==> src/rtl/fetch_unit.sv <==
// Instruction fetch stage: owns the PC, issues one outstanding word fetch at a
// time and buffers returned instructions with their PC in a small FIFO.
module fetch_unit #(
  parameter logic [31:0] RESET_PC = 32'h0000_0000,
  parameter int unsigned DEPTH    = 2
) (
  input  logic        clk,
  input  logic        reset,
  output logic [31:0] iaddr,
  output logic        ireq,
  input  logic        igrant,
  input  logic        irvalid,
  input  logic [31:0] idata,
  input  logic        redirect,
  input  logic [31:0] redirect_pc,
  output logic        instr_valid,
  output logic [31:0] instr,
  output logic [31:0] instr_pc,
  input  logic        instr_ready,
  output logic        fetch_fault
);

  localparam int unsigned PW = $clog2(DEPTH);
  localparam int unsigned CW = $clog2(DEPTH + 1);

  typedef enum logic [1:0] {IDLE, WAIT, DROP} state_t;

  state_t          state;
  logic [31:0]     pc;
  logic [31:0]     req_pc;
  logic [CW-1:0]   count;
  logic [PW-1:0]   wr_ptr;
  logic [PW-1:0]   rd_ptr;
  logic            fault;
  logic [31:0]     fifo_instr [DEPTH];
  logic [31:0]     fifo_pc    [DEPTH];

  logic accept;
  logic pop;
  logic push;

  // A request only goes out when a FIFO slot is free, so a later push never overflows.
  assign ireq        = (state == IDLE) && (count < CW'(DEPTH)) && !fault && !reset;
  assign accept      = ireq && igrant;
  assign pop         = instr_valid && instr_ready;
  assign push        = (state == WAIT) && irvalid && !redirect;
  assign iaddr       = pc;
  assign instr_valid = (count != '0);
  assign instr       = fifo_instr[rd_ptr];
  assign instr_pc    = fifo_pc[rd_ptr];
  assign fetch_fault = fault;

  always_ff @(posedge clk) begin
    if (reset) begin
      state  <= IDLE;
      pc     <= RESET_PC;
      req_pc <= RESET_PC;
      count  <= '0;
      wr_ptr <= '0;
      rd_ptr <= '0;
      fault  <= 1'b0;
    end else if (redirect) begin
      // Flush; any response still owed by memory is drained through DROP.
      pc     <= {redirect_pc[31:2], 2'b00};
      fault  <= |redirect_pc[1:0];
      count  <= '0;
      wr_ptr <= '0;
      rd_ptr <= '0;
      case (state)
        IDLE:    if (accept) state <= DROP;
        WAIT:    state <= irvalid ? IDLE : DROP;
        DROP:    if (irvalid) state <= IDLE;
        default: state <= IDLE;
      endcase
    end else begin
      case (state)
        IDLE: begin
          if (accept) begin
            req_pc <= pc;
            pc     <= pc + 32'd4;
            state  <= WAIT;
          end
        end
        WAIT:    if (irvalid) state <= IDLE;
        DROP:    if (irvalid) state <= IDLE;
        default: state <= IDLE;
      endcase
      if (push) begin
        fifo_instr[wr_ptr] <= idata;
        fifo_pc[wr_ptr]    <= req_pc;
        wr_ptr             <= wr_ptr + PW'(1);
      end
      if (pop) rd_ptr <= rd_ptr + PW'(1);
      count <= count + CW'(push) - CW'(pop);
    end
  end

endmodule
==> config.mk <==
export PLATFORM = sky130hd
export DESIGN_NAME = fetch_unit
export DESIGN_NICKNAME = d
export VERILOG_FILES = /design/src/rtl/fetch_unit.sv
export SDC_FILE = /design/constraint.sdc
export NUM_CORES = 1
export LEC_CHECK = 0
export ABC_CLOCK_PERIOD_IN_PS = 18450
export BUFFER_PORTS_ARGS = -buffer_cell sky130_fd_sc_hd__buf_2
export CORE_MARGIN = 2
export CORE_UTILIZATION = 46
export DETAILED_ROUTE_END_ITERATION = 6
export PLACE_DENSITY = 0.69
export SETUP_SLACK_MARGIN = 0.4
export SLEW_MARGIN = 20
export SYNTH_ARGS = -nofsm -noshare
export SYNTH_HDL_FRONTEND = slang
export SYNTH_SLANG_ARGS = --single-unit
==> constraint.sdc <==
create_clock -name clk -period 18.45 [get_ports clk]
set_input_delay 2.7675 -clock clk [delete_from_list [all_inputs] [get_ports clk]]
set_output_delay 2.7675 -clock clk [all_outputs]
set_load 0.03 [all_outputs]
== After elaboration in Yosys (flattened, before gate mapping) ==
Memories as Yosys holds them, arrays and structs flattened. A register that Yosys moved wholly into a read port is not among the register bits.
Index checks and enable logic that the tools add are counted.

* Bits in registers: 71
* Bits in writable memories: 128
* Input port bits: 70
* Output and inout port bits: 99
* Logic and storage cells: 58
* Memories: 2

* Add/sub/neg operators: 5
* Magnitude comparators: 1
* Eq/ne operators: 3
* Muxes and demuxes: 18
* Bitwise operators: 1
* Reductions and logical operators: 20

{| class="wikitable"
|+ Memories
! memory !! words !! bits a word !! rd ports !! clocked after memory_dff !! write ports !! line !! RTL
|-
| fifo_instr || 2 || 32 || 1 || 1 || 1 || 35 || <nowiki>logic [31:0] fifo_instr [DEPTH];</nowiki>
|-
| fifo_pc || 2 || 32 || 1 || 1 || 1 || 36 || <nowiki>logic [31:0] fifo_pc [DEPTH];</nowiki>
|}

{| class="wikitable"
|+ Operators by type and width
! operator !! count
|-
| 2-to-1 mux 32 bit || 3
|-
| adder 32 x 3 -> 32 bit, second input constant || 1
|-
| 2-to-1 mux 2 bit || 5
|-
| 2-to-1 mux 1 bit || 8
|-
| logical AND 1 bit || 7
|-
| one-hot mux 2 bit (3 select lines) || 1
|-
| nonzero test 2 bit || 3
|-
| OR reduction 2 bit || 3
|-
| one-hot mux 2 bit (2 select lines) || 1
|-
| AND reduction 2 bit || 2
|-
| logical NOT 1 bit || 3
|-
| AND reduction 3 bit || 1
|-
| adder 1 bit, second input constant || 2
|-
| adder 2 x 1 -> 2 bit || 1
|-
| equality test 2 x 1 -> 1 bit, second input constant || 1
|-
| equality test 2 bit, second input constant || 1
|-
| logical NOT 2 bit || 1
|-
| < comparator 2 bit, second input constant || 1
|-
| inequality test 2 bit, second input constant || 1
|-
| subtractor 2 x 1 -> 2 bit || 1
|-
| NOT 1 bit || 1
|}

== Depth between registers and ports, before layout ==
* Depth in word-level cells: 8
* Gate-level depth with buffers: 11
* Gate-level depth less buffers: 9

== Worst setup path before layout ==
OpenSTA, ideal clock, no wires.

* Kind: in2reg
* From: input port redirect
* To: memory fifo_instr[0][0] (enable)
* Library setup time: 0.634 ns
* Arrival: 9.111 ns
* Required time: 17.816 ns
* Path slack: 8.705 ns
* Cell stages on the path: 3
* Buffers on the path: 2
* Cells stage by stage: clkbuf_1 > clkbuf_1 > nor4_1

* Cells in the longest elaborated chain, start to end: 6

{| class="wikitable"
|+ RTL lines
! item !! line !! RTL
|-
| start: declaration || 14 || <nowiki>input logic redirect,</nowiki>
|-
| logical NOT 1 bit || 46 || <nowiki>assign push = (state == WAIT) && irvalid && !redirect;</nowiki>
|-
| logical AND 1 bit || 46 ||
|-
| 2-to-1 mux 1 bit || 88 || <nowiki>if (push) begin</nowiki>
|-
| 2-to-1 mux 1 bit (*) || 62 || <nowiki>end else if (redirect) begin</nowiki>
|-
| 2-to-1 mux 1 bit (*) || 54 || <nowiki>if (reset) begin</nowiki>
|-
| 2-to-1 mux 1 bit (implied by the code) (*) || 89 || <nowiki>fifo_instr[wr_ptr] <= idata;</nowiki>
|-
| end: declaration || 35 ||
|}

Every way passes the cells marked *; elsewhere a longest branch is shown, timed or not.

== Worst setup path after layout ==
* From: input port reset
* To: output port ireq

* Cells in the longest elaborated chain, start to end: 2

{| class="wikitable"
|+ RTL lines
! item !! line !! RTL
|-
| start: declaration || 8 || <nowiki>input logic reset,</nowiki>
|-
| logical NOT 1 bit || 43 || <nowiki>assign ireq = (state == IDLE) && (count < CW'(DEPTH)) && !fault && !reset;</nowiki>
|-
| logical AND 1 bit || 43 ||
|-
| end: declaration || 10 || <nowiki>output logic ireq,</nowiki>
|}

Every way passes these cells.

==> metrics <==
hold wc startpoint req_pc[11]; I/O pins 169; Syn Inst Count 602; Cell Count, Final, Fillers Out 990; sequential share of power 52.0%; Starting Density 46.83%; cts repair resizes 0; Period minus WS final 6.988 ns; CTS tree yes; final setup violation count 0; gpl congestion 0.8707; Crit path required time 15.68 ns; number of global-route vias before repair 5,062; switch share 24.25%; logic gate share of total power 9.5%; register bit total from synthesis 192; Mapped Area 0.007739 mm^2; chip width 133.7 um; EDFF count, synth 124; Hold Buf Count CTS 0; die area 0.01788 mm^2; Worst Tran Pin Value 0.8943 ns; Final Max Slew Viols 0; status complete, no violations; register area share after synthesis 65.71%; CTS Buffer Depth 2; Primary FF master, synth edfxtp_1; Post-CTS Setup Repair Bufs 0; Async SR Flop Fraction 0%; synth-to-layout area growth 20.36%; Root Buffer clkbuf_16; Switch Pwr 223.6 uW; peak supply drop 66.14 uV; DPL Wire Length 10.89 mm; startpoint types input pin; GRT overflow 0; Yosys cell types 41; crit end category output pin; initial antenna violation count 0; RSZ-0062 raised after global routing false; final hold vios 0; 1st-pass router iterations 5; Final Skew 0.009205 ns; clk sinks 192; first-pass GRT wire length 26.04 mm; H-tree levels 4; Core ar. 0.01652 mm^2; DRT iter0 DRCs 314; Worst EP arrival 4.22 ns; share of cells above drive strength 1 35.71%; placed insts 958; Ys Warns 0; Mean Syn Cell Area 12.85 um^2; Slew HR 40.38%; critical path fanouts, max 71; pin count of the biggest net entering global routing 72; Clock Power Share 38.5%; routed vias/inst 5.261; f_max 143.1 MHz; cts bufs inserted 17; Internal 698.3 uW; RR Startpoint state[1]; ANT nets after route 0; period utilisation layout 37.87%; Static Leak 3.489 nW; Setup CP Type in -> out; Routed WL 16.39 mm; Die Height 133.7 um; # port buffers 164; post-route DRC violation count 0; Tightest Hold Check Type reg -> reg; GRT Overall Usage 18.68%; Crit. Startpoint reset; Clock Latency Late Sink 0.43 ns; Layout Utilization 56.36%; clk slew on worst S/H paths 0.06 ns; Post-layout nets 834; setup tns final 0 ns; routed vias 5,208; routed wire length per instance 16.56 um; Antenna Cells 0; # rows 47; MaxCap Viol Count 0; power per cell area 98.98 mW/mm^2
state kept, by name, summed over array words and instances, names as in the netlist, named ones only:
signal,count
count,2
fetch_fault,1
fifo_instr,64
fifo_pc,60
iaddr,30
rd_ptr,1
req_pc,30
state,2
wr_ptr,1
placed cells by master (no fill, tap or decap), types with 2 or more instances in the layout:
cell type    n
clkinv_1     2
edfxtp_1   124
nor4_1       2
o22ai_1      3
nand3_1     15
clkinv_4     2
dfxtp_1     67
nor3_2       2
and4_1       4
nor2_1      26
inv_6        4
a21oi_1     43
mux2_2      63
buf_4        7
inv_1        5
ha_1         7
a211oi_1    15
bufinv_16    2
or3_1        3
nand2_1     87
clkbuf_16   17
nor3_1       8
and3_1       9
clkbuf_1     3
nand4_1     15
nor4_2       3
xor2_1      14
a311oi_1     4
conb_1       4
and2_1       9
o21ai_0      5
xnor2_1     15
buf_2      164
critical path, stage by stage:
cell and delay, ns:
buf_2 0.09, buf_4 0.34, nor4b_4 0.68, buf_2 0.32
area by class of cell:
class / count / area [um^2]
Clock inverter: 12 / 132.6
Multi-Input combinational cell: 370 / 2491
Sequential cell: 192 / 5086
Inverter: 5 / 18.77
Tap cell: 220 / 275.3
Clock buffer: 20 / 436.7
Timing Repair Buffer: 171 / 873.3
Fill cell: 1400 / 7211
power by group through the flow:
stage	clock network, mW	registers, mW	logic, mW
after floorplan	0	0.495	0.0516
after global placement	0	0.488	0.0835
after detailed placement	0	0.489	0.0871
after CTS	0.362	0.480	0.0877
after global routing	0.381	0.481	0.0957
final	0.355	0.480	0.0875
metrics by stage:
| step | instance area (um^2) | hold slack (ns) | total power [mW] | setup slack [ns] |
|---|---|---|---|---|
| floorplan | 7750 | 0.4254 | 0.5468 | 8.705 |
| global placement | 8745 | 0.4337 | 0.5716 | 11.53 |
| detailed placement | 8745 | 0.4378 | 0.5762 | 11.49 |
| CTS | 9314 | 0.4560 | 0.9291 | 11.48 |
| global route | 9314 | 0.4755 | 0.9583 | 11.36 |
| finish | 9314 | 0.4543 | 0.9219 | 11.46 |
routing by layer:
layer | part of all wire [%] | vias up | GRT usage, %
met2 | 48 | 192 | 30.63
met5 | 0 | - | 0
li1 | - | 2512 | -
met4 | 2.0 | 0 | 7.624
met1 | 44 | 2476 | 24.07
met3 | 6.4 | 28 | 4.224
cells by family (layout without fill, tap and decap cells):
group	count (synthesis)	in the layout	share of synthesized area, %
AOI/OAI and AO/OA	74	74	5.707
xor gates and xnor gates	29	29	3.282
other	1	4	0.04846
adders and majority gates	7	7	1.132
and+or+nand+nor	192	192	12.43
DFF	192	192	65.71
buffers and inverters	43	208	2.393
muxes	64	64	9.297
synthesized netlist by cell type, types with 9 or more instances:
library cell	number	share of area, %
nor2_1	27	1.3
dfxtp_1	68	18
and2_1	9	0.73
mux2_2	63	9.2
a211oi_1	15	1.5
nand2_1	87	4.2
xnor2_1	15	1.7
xor2_1	14	1.6
clkbuf_1	23	1.1
nand3_1	15	0.97
edfxtp_1	124	48
a21oi_1	43	2.8
and3_1	9	0.73
nand4_1	15	1.2
worst paths after layout:
check,cells past startpoint,slack [ns],to
worst min-delay path,0,0.45,fifo_pc[0][11]
worst max-delay path,4,11.46,ireq
worst max register to register,8,15.46,req_pc[26]
worst min register to register,0,0.45,fifo_pc[0][11]
Power figures use the tool's default switching activity.
